===== src/rtl/pe_seq_ctrl.sv =====
// pe_seq_ctrl: sequences one PE run: clear, stream buffered operand pairs, wait out activation latency, capture result.
module pe_seq_ctrl #(
  parameter int VEC_LEN = 16,
  parameter int ADDR_W  = 4,
  parameter int ACC_LAT = 1,
  parameter int SIG_LAT = 4
) (
  input  logic                 i_clk,
  input  logic                 i_rst,
  input  logic                 i_start,
  input  logic [ADDR_W:0]      i_len,
  input  logic                 i_op_activation,
  input  logic                 i_no_rect_quantize,
  output logic                 o_rd_en,
  output logic [ADDR_W-1:0]    o_rd_addr,
  input  logic signed [7:0]    i_rd_data,
  input  logic signed [7:0]    i_rd_weight,
  output logic signed [7:0]    o_pe_data,
  output logic signed [7:0]    o_pe_weight,
  output logic                 o_pe_acc_clr,
  output logic                 o_pe_op_activation,
  output logic                 o_pe_no_rect_quantize,
  input  logic [7:0]           i_pe_data,
  input  logic                 i_pe_decision,
  output logic                 o_busy,
  output logic [7:0]           o_result,
  output logic                 o_decision,
  output logic                 o_result_valid
);
  typedef enum logic [2:0] {IDLE, CLEAR, STREAM, DRAIN, WAIT, DONE} state_t;
  localparam logic [ADDR_W:0] MAX_LEN = (ADDR_W+1)'(VEC_LEN);
  localparam logic [7:0] ACC_W = 8'(ACC_LAT - 1);
  localparam logic [7:0] SIG_W = 8'(SIG_LAT);
  state_t state_q, state_d;
  logic [ADDR_W:0] len_q, len_d;
  logic [ADDR_W-1:0] addr_q, addr_d;
  logic [7:0] tmr_q, tmr_d, wait_len;
  logic act_q, act_d, nrq_q, nrq_d;
  logic rd_en_q, rd_v_q, acc_clr_q, busy_q, dec_q, valid_q;
  logic signed [7:0] pe_data_q, pe_weight_q;
  logic [7:0] result_q;
  // Sigmoid pipeline only applies when the activated (quantized) output is used
  assign wait_len = ACC_W + ((act_q & ~nrq_q) ? SIG_W : 8'd0);
  always_comb begin
    state_d = state_q;
    len_d = len_q;
    addr_d = addr_q;
    tmr_d = tmr_q;
    act_d = act_q;
    nrq_d = nrq_q;
    case (state_q)
      IDLE: if (i_start) begin
        state_d = CLEAR;
        len_d = (i_len > MAX_LEN) ? MAX_LEN : i_len;
        act_d = i_op_activation;
        nrq_d = i_no_rect_quantize;
      end
      CLEAR: begin
        state_d = (len_q == '0) ? DRAIN : STREAM;
        addr_d = '0;
        tmr_d = 8'd1;
      end
      STREAM: if ({1'b0, addr_q} == len_q - 1'b1) begin
        state_d = DRAIN;
        tmr_d = 8'd1;
      end else addr_d = addr_q + 1'b1;
      DRAIN: if (tmr_q == '0) begin
        state_d = (wait_len == '0) ? DONE : WAIT;
        tmr_d = wait_len - 8'd1;
      end else tmr_d = tmr_q - 8'd1;
      WAIT: if (tmr_q == '0) state_d = DONE;
            else tmr_d = tmr_q - 8'd1;
      DONE: state_d = IDLE;
      default: state_d = IDLE;
    endcase
  end
  always_ff @(posedge i_clk) begin
    if (i_rst) begin
      state_q <= IDLE;
      len_q <= '0;
      addr_q <= '0;
      tmr_q <= '0;
      act_q <= 1'b0;
      nrq_q <= 1'b0;
      rd_en_q <= 1'b0;
      rd_v_q <= 1'b0;
      acc_clr_q <= 1'b0;
      busy_q <= 1'b0;
      pe_data_q <= '0;
      pe_weight_q <= '0;
      result_q <= '0;
      dec_q <= 1'b0;
      valid_q <= 1'b0;
    end else begin
      state_q <= state_d;
      len_q <= len_d;
      addr_q <= addr_d;
      tmr_q <= tmr_d;
      act_q <= act_d;
      nrq_q <= nrq_d;
      rd_en_q <= state_d == STREAM;
      rd_v_q <= rd_en_q;
      acc_clr_q <= state_d == CLEAR;
      busy_q <= state_d != IDLE;
      pe_data_q <= rd_v_q ? i_rd_data : 8'sd0;
      pe_weight_q <= rd_v_q ? i_rd_weight : 8'sd0;
      result_q <= (state_q == DONE) ? i_pe_data : result_q;
      dec_q <= (state_q == DONE) ? i_pe_decision : dec_q;
      valid_q <= state_q == DONE;
    end
  end
  assign o_rd_en = rd_en_q;
  assign o_rd_addr = addr_q;
  assign o_pe_data = pe_data_q;
  assign o_pe_weight = pe_weight_q;
  assign o_pe_acc_clr = acc_clr_q;
  assign o_pe_op_activation = act_q;
  assign o_pe_no_rect_quantize = nrq_q;
  assign o_busy = busy_q;
  assign o_result = result_q;
  assign o_decision = dec_q;
  assign o_result_valid = valid_q;
endmodule


===== config.mk =====
export PLATFORM = sky130hd
export DESIGN_NAME = pe_seq_ctrl
export DESIGN_NICKNAME = d
export VERILOG_FILES = /design/src/rtl/pe_seq_ctrl.sv
export SDC_FILE = /design/constraint.sdc
export NUM_CORES = 1
export LEC_CHECK = 0
export CAP_MARGIN = 20
export CORE_MARGIN = 4
export CORE_UTILIZATION = 40
export CTS_CLUSTER_SIZE = 30
export DETAILED_ROUTE_END_ITERATION = 8
export PLACE_DENSITY = 0.78
export SLEW_MARGIN = 40
export SYNTH_ARGS = -nofsm -noshare
export SYNTH_HDL_FRONTEND = slang
export SYNTH_SLANG_ARGS = --single-unit

===== constraint.sdc =====
create_clock -name i_clk -period 1.8 [get_ports i_clk]
set_input_delay 0.27 -clock i_clk [delete_from_list [all_inputs] [get_ports i_clk]]
set_output_delay 0.27 -clock i_clk [all_outputs]
set_load 0.02 [all_outputs]

### After elaboration in Yosys (flattened, before gate mapping)

Index checks and enable logic that the tools add are counted.

* register bits: 52
* latch bits: 0
* memory bits (writable): 0
* ROM bits: 0
* bits of input ports: 35
* output and inout bits: 35
* word-level logic and storage cells: 60
* memories kept: 0

* add/sub/neg operators: 4
* multiply operators: 0
* div/mod/pow operators: 0
* order comparisons: 1
* equal/unequal tests: 11
* shift operators: 0
* multiplexer cells: 15
* bitwise operators: 3
* reduce and logical (&&, ||, !) cells: 11

Operator list (number)
* 8-bit one-hot mux with 4 select lines: 1
* 8-bit 2-to-1 mux: 3
* 8-bit logical NOT: 2
* 3-bit 2-to-1 mux: 5
* 3-bit one-hot mux with 5 select lines: 1
* 3-bit by 2-bit == test with 1-bit output, second input constant: 3
* 4-bit one-hot mux with 2 select lines: 1
* 8-bit by 1-bit subtractor with 8-bit output, second input constant: 1
* 3-bit by 1-bit == test with 1-bit output, second input constant: 2
* 3-bit == test, second input constant: 2
* 2-bit != test, second input constant: 3
* 4-bit by 5-bit == test with 1-bit output: 1
* 5-bit > comparator, second input constant: 1
* 5-bit logical NOT: 1
* 5-bit 2-to-1 mux: 1
* 5-bit by 1-bit subtractor with 5-bit output, second input constant: 1
* 4-bit by 1-bit adder with 4-bit output, second input constant: 1
* 4-bit 2-to-1 mux: 1
* 2-bit AND reduction: 2
* 4-bit nonzero test: 1
* 3-bit by 1-bit subtractor with 4-bit output, second input constant: 1
* 3-bit logical NOT: 1
* 3-bit AND reduction: 1
* 3-bit nonzero test: 1
* other kinds (5): 7

### Longest topological paths before layout

Gate-level depths: netlist (run 1).

* depth in word-level cells: 8
* depth in mapped cells: 8
* gate-level depth less buffers: 7

### Worst setup path before layout (run 1)

No wires, ideal clock.

* path type: register -> register
* from: register len_q[0]
* to: register tmr_q[4]
* setup time: 0.133 ns
* data arrival time: 1.833 ns
* data required time: 1.667 ns
* slack: -0.166 ns
* stages on the path, launching flop included: 9
* period minus slack after synthesis: 1.966 ns
* cell sequence: dfxtp_1 -> inv_1 -> ha_1 -> o21ba_1 -> a221o_1 -> a211oi_2 -> buf_4 -> a2bb2oi_1 -> o32ai_1

* longest elaborated chain between the ends: 4

Ends and longest elaborated chain
* start, declared: RTL line 35 `logic [ADDR_W:0] len_q, len_d;`
* start signal, assigned: RTL line 96 `len_q <= len_d;`
* 5-bit by 1-bit subtractor with 5-bit output: RTL line 63 `STREAM: if ({1'b0, addr_q} == len_q - 1'b1) begin`
* 4-bit by 5-bit == test with 1-bit output: RTL line 63
* 2-bit != test (no source line)
* 3-bit AND reduction (no source line)
* end signal, assigned: RTL line 98 `tmr_q <= tmr_d;`
* end, declared: RTL line 37 `logic [7:0] tmr_q, tmr_d, wait_len;`

No other way between the ends.
A chain may end at the register's enable or synchronous reset.

### Worst setup path after layout (run 1)

* from: register len_q[1]
* to: register tmr_q[3]

The elaborated chain is that of the path after synthesis.

==> key figures, run 1 <==
Run status
  – Status: finished, violations left
  – Violations in the final reports: setup timing

Placed design
  – Post-DP HPWL: approximately 4400 um
  – Placer Congestion: a little under 0.9
  – I/O Buffers: 69

Clock tree
  – Max Root-Sink Buffers: 2
  – Cts hold-fix bufs: 0
  – Htree depth: 2
  – CTS tree: built
  – CTS buffer count: 5
  – # clock sinks: 52
  – Root buf cell: clkbuf_8
  – Clock Latency Late Sink: roughly 0.30 ns
  – Clock-pin slew on the worst setup and hold paths: around 0.10 ns

GRT
  – Initial antenna violation count: 0
  – Largest net degree at the start of global routing: 20
  – Gr ovfl total: 0
  – First-pass GRT wire length: about 9400 um
  – Vias in the first global route: a little over 2,000
  – Total track usage: 0.162

Cells and area
  – Share of cells above drive strength 1: 0.221
  – Core Util, Final: 0.629
  – Commonest non-fill, non-tap cells in the layout: clkdlybuf4s50_1, dfxtp_1, buf_4
  – # fillers: about 460
  – Multi-input gate area: about 0.0012 mm2
  – # diodes: 0
  – Commonest non-fill, non-tap cell in the layout: clkdlybuf4s50_1
  – Seq. cell area: ~0.0010 mm2
  – # nets final: roughly 380
  – Post-synthesis to final-layout area growth: 51.9%

Timing
  – Worst-Margin Slew: 0.617 ns
  – Max Clock Skew: ~0.0059 ns
  – RSZ-0062 raised after global routing: yes
  – Max Freq: about 530 MHz
  – Fin crit period: 1.89 ns
  – Count of final hold-check violations: 0
  – WHS: between 0.4 and 0.5 ns
  – Pins Over Slew Limit: 0
  – Fin crit share: 1.05
  – Relative slew slack: 0.587
  – # setup viols final: 11
  – Setup ws final: -0.0894 ns

Power
  – Pwr/cell area: roughly 890 mW/mm2
  – Leak pwr: 1.39 nW
  – Worst IR drop on VDD: about 0.00044 V

Setup path
  – WS Path Type: reg -> reg
  – Worst-path maximum fanout: 11
  – Data arrival, critical path: around 2.1 ns
  – CP required: 2.02 ns
  – CP Launch Type: flip-flop
  – Crit path capture type: flip-flop

Floorplan
  – Initial Utilization: 0.414
  – Core area: ~0.0055 mm2
  – Io pins: 70
  – FP Rows: 27
  – Die Ht: roughly 83 um
  – Width of the die: approximately 83 um
  – Total die area: 0.00697 mm2

Yosys
  – Synth Net Count: roughly 280
  – Most used flip-flop cell after synthesis: dfxtp_1
  – Flops & latches, synth: 52
  – Number of flops mapped to enable cells by yosys: 0
  – Synthesized cell area: ~0.0023 mm2
  – Synth warn: 0
  – Mean post-synth cell area: ~9.5 um2
  – Share of flip-flops with an asynchronous set or reset: 0
  – Unique masters post-synth: roughly 50
  – Post-Syn Instances: ~240
  – Register area share after synthesis: 0.457

Routing
  – Per-cell routed wire length: 14.2 um
  – Antenna Nets Post-Route: 0
  – DR DRC count: 0
  – DR vias/cell: roughly 5
  – Drt pass-1 iters: 4
  – Vias: ~2,100
  – DRT iter0 DRCs: between 70 and 80
  – Routed wire length: a little under 6000 um

Run
  – Max cap viols: 0

Min path
  – Hold/Removal Path Class: reg -> reg
stage by stage:
step	setup WS [ns]	TNS, ns	instance area [um2]	power, W	instances
2_1_floorplan	-0.0251	-0.0766	2310	0.00182	239
3_3_place_gp	-0.102	-0.484	3270	0.00219	401
3_5_place_dp	-0.121	-0.975	3270	0.00221	401
4_1_cts	-0.126	-0.977	3410	0.00306	411
5_1_grt	-0.197	-2.06	3460	0.00322	412
6_report	-0.0894	-0.637	3460	0.00307	412
worst max-delay path, cell delays in order, from the launching register on:
cell and delay (ns):
dfxtp_2 0.35, inv_2 0.04, ha_4 0.16, o21ba_1 0.16
a221o_1 0.37, a211oi_2 0.24, buf_6 0.18, o21ai_1 0.09
a221oi_2 0.21
report_power, final:
part           switching, W  leakage (nW)  internal, W
logic              0.000467         0.903     0.000501
clock network      0.000399        0.0600     0.000422
registers         0.0000583         0.423      0.00123
cells in the mapped netlist, types with 2 or more instances:
cell | n | area (um2)
a211oi_2 | 2 | 25.0
a21oi_1 | 15 | 75.1
a221oi_2 | 3 | 45.0
a2bb2oi_1 | 3 | 26.3
and2_1 | 18 | 113
clkbuf_1 | 7 | 26.3
dfxtp_1 | 52 | 1040
ha_1 | 3 | 37.5
inv_1 | 11 | 41.3
mux2i_1 | 11 | 110
nand2_1 | 14 | 52.6
nand2b_1 | 2 | 12.5
nand3_1 | 10 | 50.1
nor2_1 | 18 | 67.6
nor2b_1 | 6 | 37.5
nor3_1 | 4 | 20.0
nor3b_1 | 8 | 60.1
o21ai_0 | 5 | 25.0
o21ai_1 | 5 | 25.0
o32ai_1 | 2 | 17.5
or3_1 | 8 | 50.1
xnor2_1 | 3 | 26.3
xor2_1 | 3 | 26.3
layer usage:
layer,vias to the layer above,GRT usage,part of all wire
li1,1036,-,-
met1,949,0.195,0.44
met2,56,0.291,0.50
met3,9,0.0365,0.040
met4,0,0.0453,0.017
met5,-,0,0
final timing paths:
kind	start	end	slack [ns]	depth (start not counted)
min	o_pe_op_activation	o_pe_op_activation	0.48	2
max reg2reg	len_q[1]	tmr_q[3]	-0.09	8
min reg2reg	o_pe_op_activation	o_pe_op_activation	0.48	2
max	len_q[1]	tmr_q[3]	-0.09	8
cell type report:
| class | instances | share of cell area |
|---|---|---|
| timing repair buffer | 103 | 0.274 |
| clock inverter | 3 | 0.0134 |
| sequential | 52 | 0.302 |
| inverter | 11 | 0.0119 |
| multi-input combinational | 166 | 0.352 |
| clock buffer | 5 | 0.0199 |
| tap | 72 | 0.0260 |
sequential cells by signal, summed over array words and instances, names as in the netlist:
| signal | cells |
|---|---|
| o_pe_data | 8 |
| o_pe_weight | 8 |
| o_result | 8 |
| tmr_q | 8 |
| len_q | 5 |
| o_rd_addr | 4 |
| state_q | 3 |
| o_busy | 1 |
| o_decision | 1 |
| o_pe_acc_clr | 1 |
| o_pe_no_rect_quantize | 1 |
| o_pe_op_activation | 1 |
| o_rd_en | 1 |
| o_result_valid | 1 |
| rd_v_q | 1 |
kinds of logic after synthesis:
kind of cell    share of synthesized area
xor+xnor                           0.0231
fa+ha+maj                          0.0165
simple gates                        0.249
buf+inv                            0.0401
flops                               0.457
compound gates                      0.166
mux                                0.0483
repair_timing:
action / CTS / global route
resized for setup: 5 / 11
buffers inserted: 2 / 1
endpoints found under the setup margin: 13 / 16
pin swaps: 6 / 3
(Power assumes the default switching activity.)
==> run 2: changes to the inputs <==
- PLACE_DENSITY: 0.78 -> 0.75
- clock period: 1.8 -> 2.1 ns (I/O delays scaled with it)
==> run 2 against run 1 <==
Against the previous run:
- the run now ends clean
- global-route usage about the same
- via count shrank 4.3%
- sequential share of layout area rose by 1.8 points
- clock skew is 0.0015 ns higher
- critical path type unchanged
- setup slack improved by 0.20 ns
- utilization shrank 3.6 points
- critical path depth unchanged
- critical endpoint is now tmr_q[6]
- fmax down 5.0%
- count of clock-buffer cells in the layout is the same
==> key figures, run 2 (synthesis results as in run 1) <==
Cells and area
  – # fillers: between 400 and 500
  – # nets final: between 300 and 400
  – Commonest non-fill, non-tap cell in the layout: clkdlybuf4s50_1
  – Post-synthesis to final-layout area growth: 43.3%
  – # diodes: 0
  – Core Util, Final: 0.593
  – Share of cells above drive strength 1: 0.142
  – Non-Filler Instances: approximately 400
  – Commonest non-fill, non-tap cells in the layout: clkdlybuf4s50_1, dfxtp_1, nor2_1, and2_1, buf_4

Min path
  – Hold wc startpoint: o_pe_no_rect_quantize
  – Hold path endpoint: o_pe_no_rect_quantize
  – Hold/Removal Path Class: reg -> reg
  – Hold depth: 2

Clock tree
  – Clock-pin slew on the worst setup and hold paths: 0.10 ns
  – CTS tree: built
  – Cts hold-fix bufs: 0
  – Max Root-Sink Buffers: 2
  – Clock Latency Late Sink: between 0.3 and 0.4 ns
  – # clock sinks: 52
  – Root buf cell: clkbuf_8
  – Htree depth: 2
  – CTS buffer count: 5

Routing
  – DR vias/cell: about 5.0
  – DR DRC count: 0
  – Vias: 1,961
  – Per-cell routed wire length: approximately 14 um
  – Antenna Nets Post-Route: 0
  – DRT iter0 DRCs: between 100 and 150
  – Drt pass-1 iters: 4
  – Routed wire length: roughly 5400 um

Timing
  – # setup viols final: 0
  – Fin crit period: 1.99 ns
  – Max Freq: 503 MHz
  – Max Clock Skew: about 0.0074 ns
  – Fin crit share: 0.947
  – Pins Over Slew Limit: 0
  – Worst-Margin Slew: between 0.5 and 0.6 ns
  – Count of final hold-check violations: 0
  – Setup ws final: approximately 0.11 ns
  – Relative slew slack: 0.608

Power
  – Leak pwr: about 1.3 nW
  – Clock power share: 0.241
  – Sequential power share: 0.460
  – P_int: between 0.0015 and 0.002 W
  – Combinational share of power: 0.298
  – Sw Pwr: about 0.00076 W
  – Pwr/cell area: 740 mW/mm2
  – Total power: 0.00241 W
  – Worst IR drop on VDD: roughly 0.00034 V
  – Net switching share of the total power: 0.313

Setup path
  – R2r startpoint: len_q[1]
  – Data arrival, critical path: between 2 and 2.5 ns
  – Crit path capture type: flip-flop
  – Worst-path maximum fanout: 5
  – WS Path Type: reg -> reg
  – CP required: 2.34 ns
  – Reg2reg setup slack: between 0.1 and 0.15 ns
  – R2R cell count: 8
  – Worst R2R End: tmr_q[6]
  – CP Launch Type: flip-flop

Floorplan
  – Initial Utilization: 0.414
  – Total die area: between 0.006 and 0.007 mm2
  – Core area: approximately 0.0055 mm2
  – Io pins: 70
  – Width of the die: 83.5 um
  – Die Ht: roughly 83 um
  – FP Rows: 27

GRT
  – First-pass GRT wire length: 9360 um
  – Initial antenna violation count: 0
  – Vias in the first global route: about 2,000
  – Largest net degree at the start of global routing: 20
  – Gr ovfl total: 0
  – Total track usage: 0.162

Placed design
  – Post-DP HPWL: a little over 4000 um
  – Post-placement cell count: 383
  – Place WS: ~0.073 ns
  – I/O Buffers: a little under 70
  – Placer Congestion: roughly 0.79

Run status
  – Status: completed

Run
  – Max cap viols: 0
[run 2: cell types whose count changed in the layout (fill, tap and decap cells not counted), moves of 3 or more]
cell	before	now
o21ai_1	6	3
inv_1	7	10
buf_4	33	16
inv_2	4	1
[run 2: routing by layer]
metal  track usage  part of all wire  up-vias
li1              -                 -     1006
met1         0.204              0.43      896
met2         0.275              0.50       52
met3        0.0405             0.052        7
met4        0.0497             0.015        0
met5             0                 0        -
[run 2: worst max path at each step]
stage / depth (start not counted) / to / startpoint / slack, ns
after floorplan: 8 / tmr_q[4] / len_q[0] / 0.13
after global placement: 8 / tmr_q[4] / len_q[1] / 0.14
after detailed placement: 7 / o_busy / tmr_q[0] / 0.07
after CTS: 8 / tmr_q[3] / len_q[1] / 0.05
after global routing: 8 / tmr_q[3] / len_q[1] / -0.03
final: 8 / tmr_q[6] / len_q[1] / 0.11
[run 2: per-stage QoR]
| stage | hold WS [ns] | TNS, ns | instance area, um2 |
|---|---|---|---|
| 6_report | 0.476 | 0 | 3260 |
| 5_1_grt | 0.505 | -0.0612 | 3260 |
| 4_1_cts | 0.479 | 0 | 3200 |
| 3_5_place_dp | 0.462 | 0 | 3110 |
| 3_3_place_gp | 0.457 | 0 | 3110 |
| 2_1_floorplan | 0.437 | 0 | 2280 |
[run 2: cell type report]
type / instances / area (um2) / share of cell area
multi-input combinational: 166 / 1170 / 0.359
sequential: 52 / 1040 / 0.320
timing repair buffer: 87 / 827 / 0.253
tap: 72 / 90.1 / 0.0276
clock buffer: 5 / 68.8 / 0.0211
inverter: 11 / 41.3 / 0.0126
clock inverter: 3 / 22.5 / 0.00690
[run 2: power by group through the flow]
stage	combinational [W]	sequential [W]	clock (W)
4_1_cts	0.000676	0.00111	0.000609
3_3_place_gp	0.000664	0.00113	0
5_1_grt	0.000799	0.00112	0.000653
6_report	0.000721	0.00111	0.000582
3_5_place_dp	0.000673	0.00113	0
2_1_floorplan	0.000395	0.00116	0
[run 2: critical path, stage by stage, from the launching register on]
cell and delay (ns):
dfxtp_2 0.36, inv_2 0.03, ha_2 0.19, o21ba_1 0.17, a221o_1 0.36, a211oi_2 0.30
buf_2 0.22, o2111ai_1 0.13, a21oi_1 0.16
[run 2: timing repair]
| item | CTS | global route |
|---|---|---|
| resized for setup | 0 | 9 |
| endpoints found under the setup margin | 0 | 14 |
| buffers inserted | 0 | 4 |
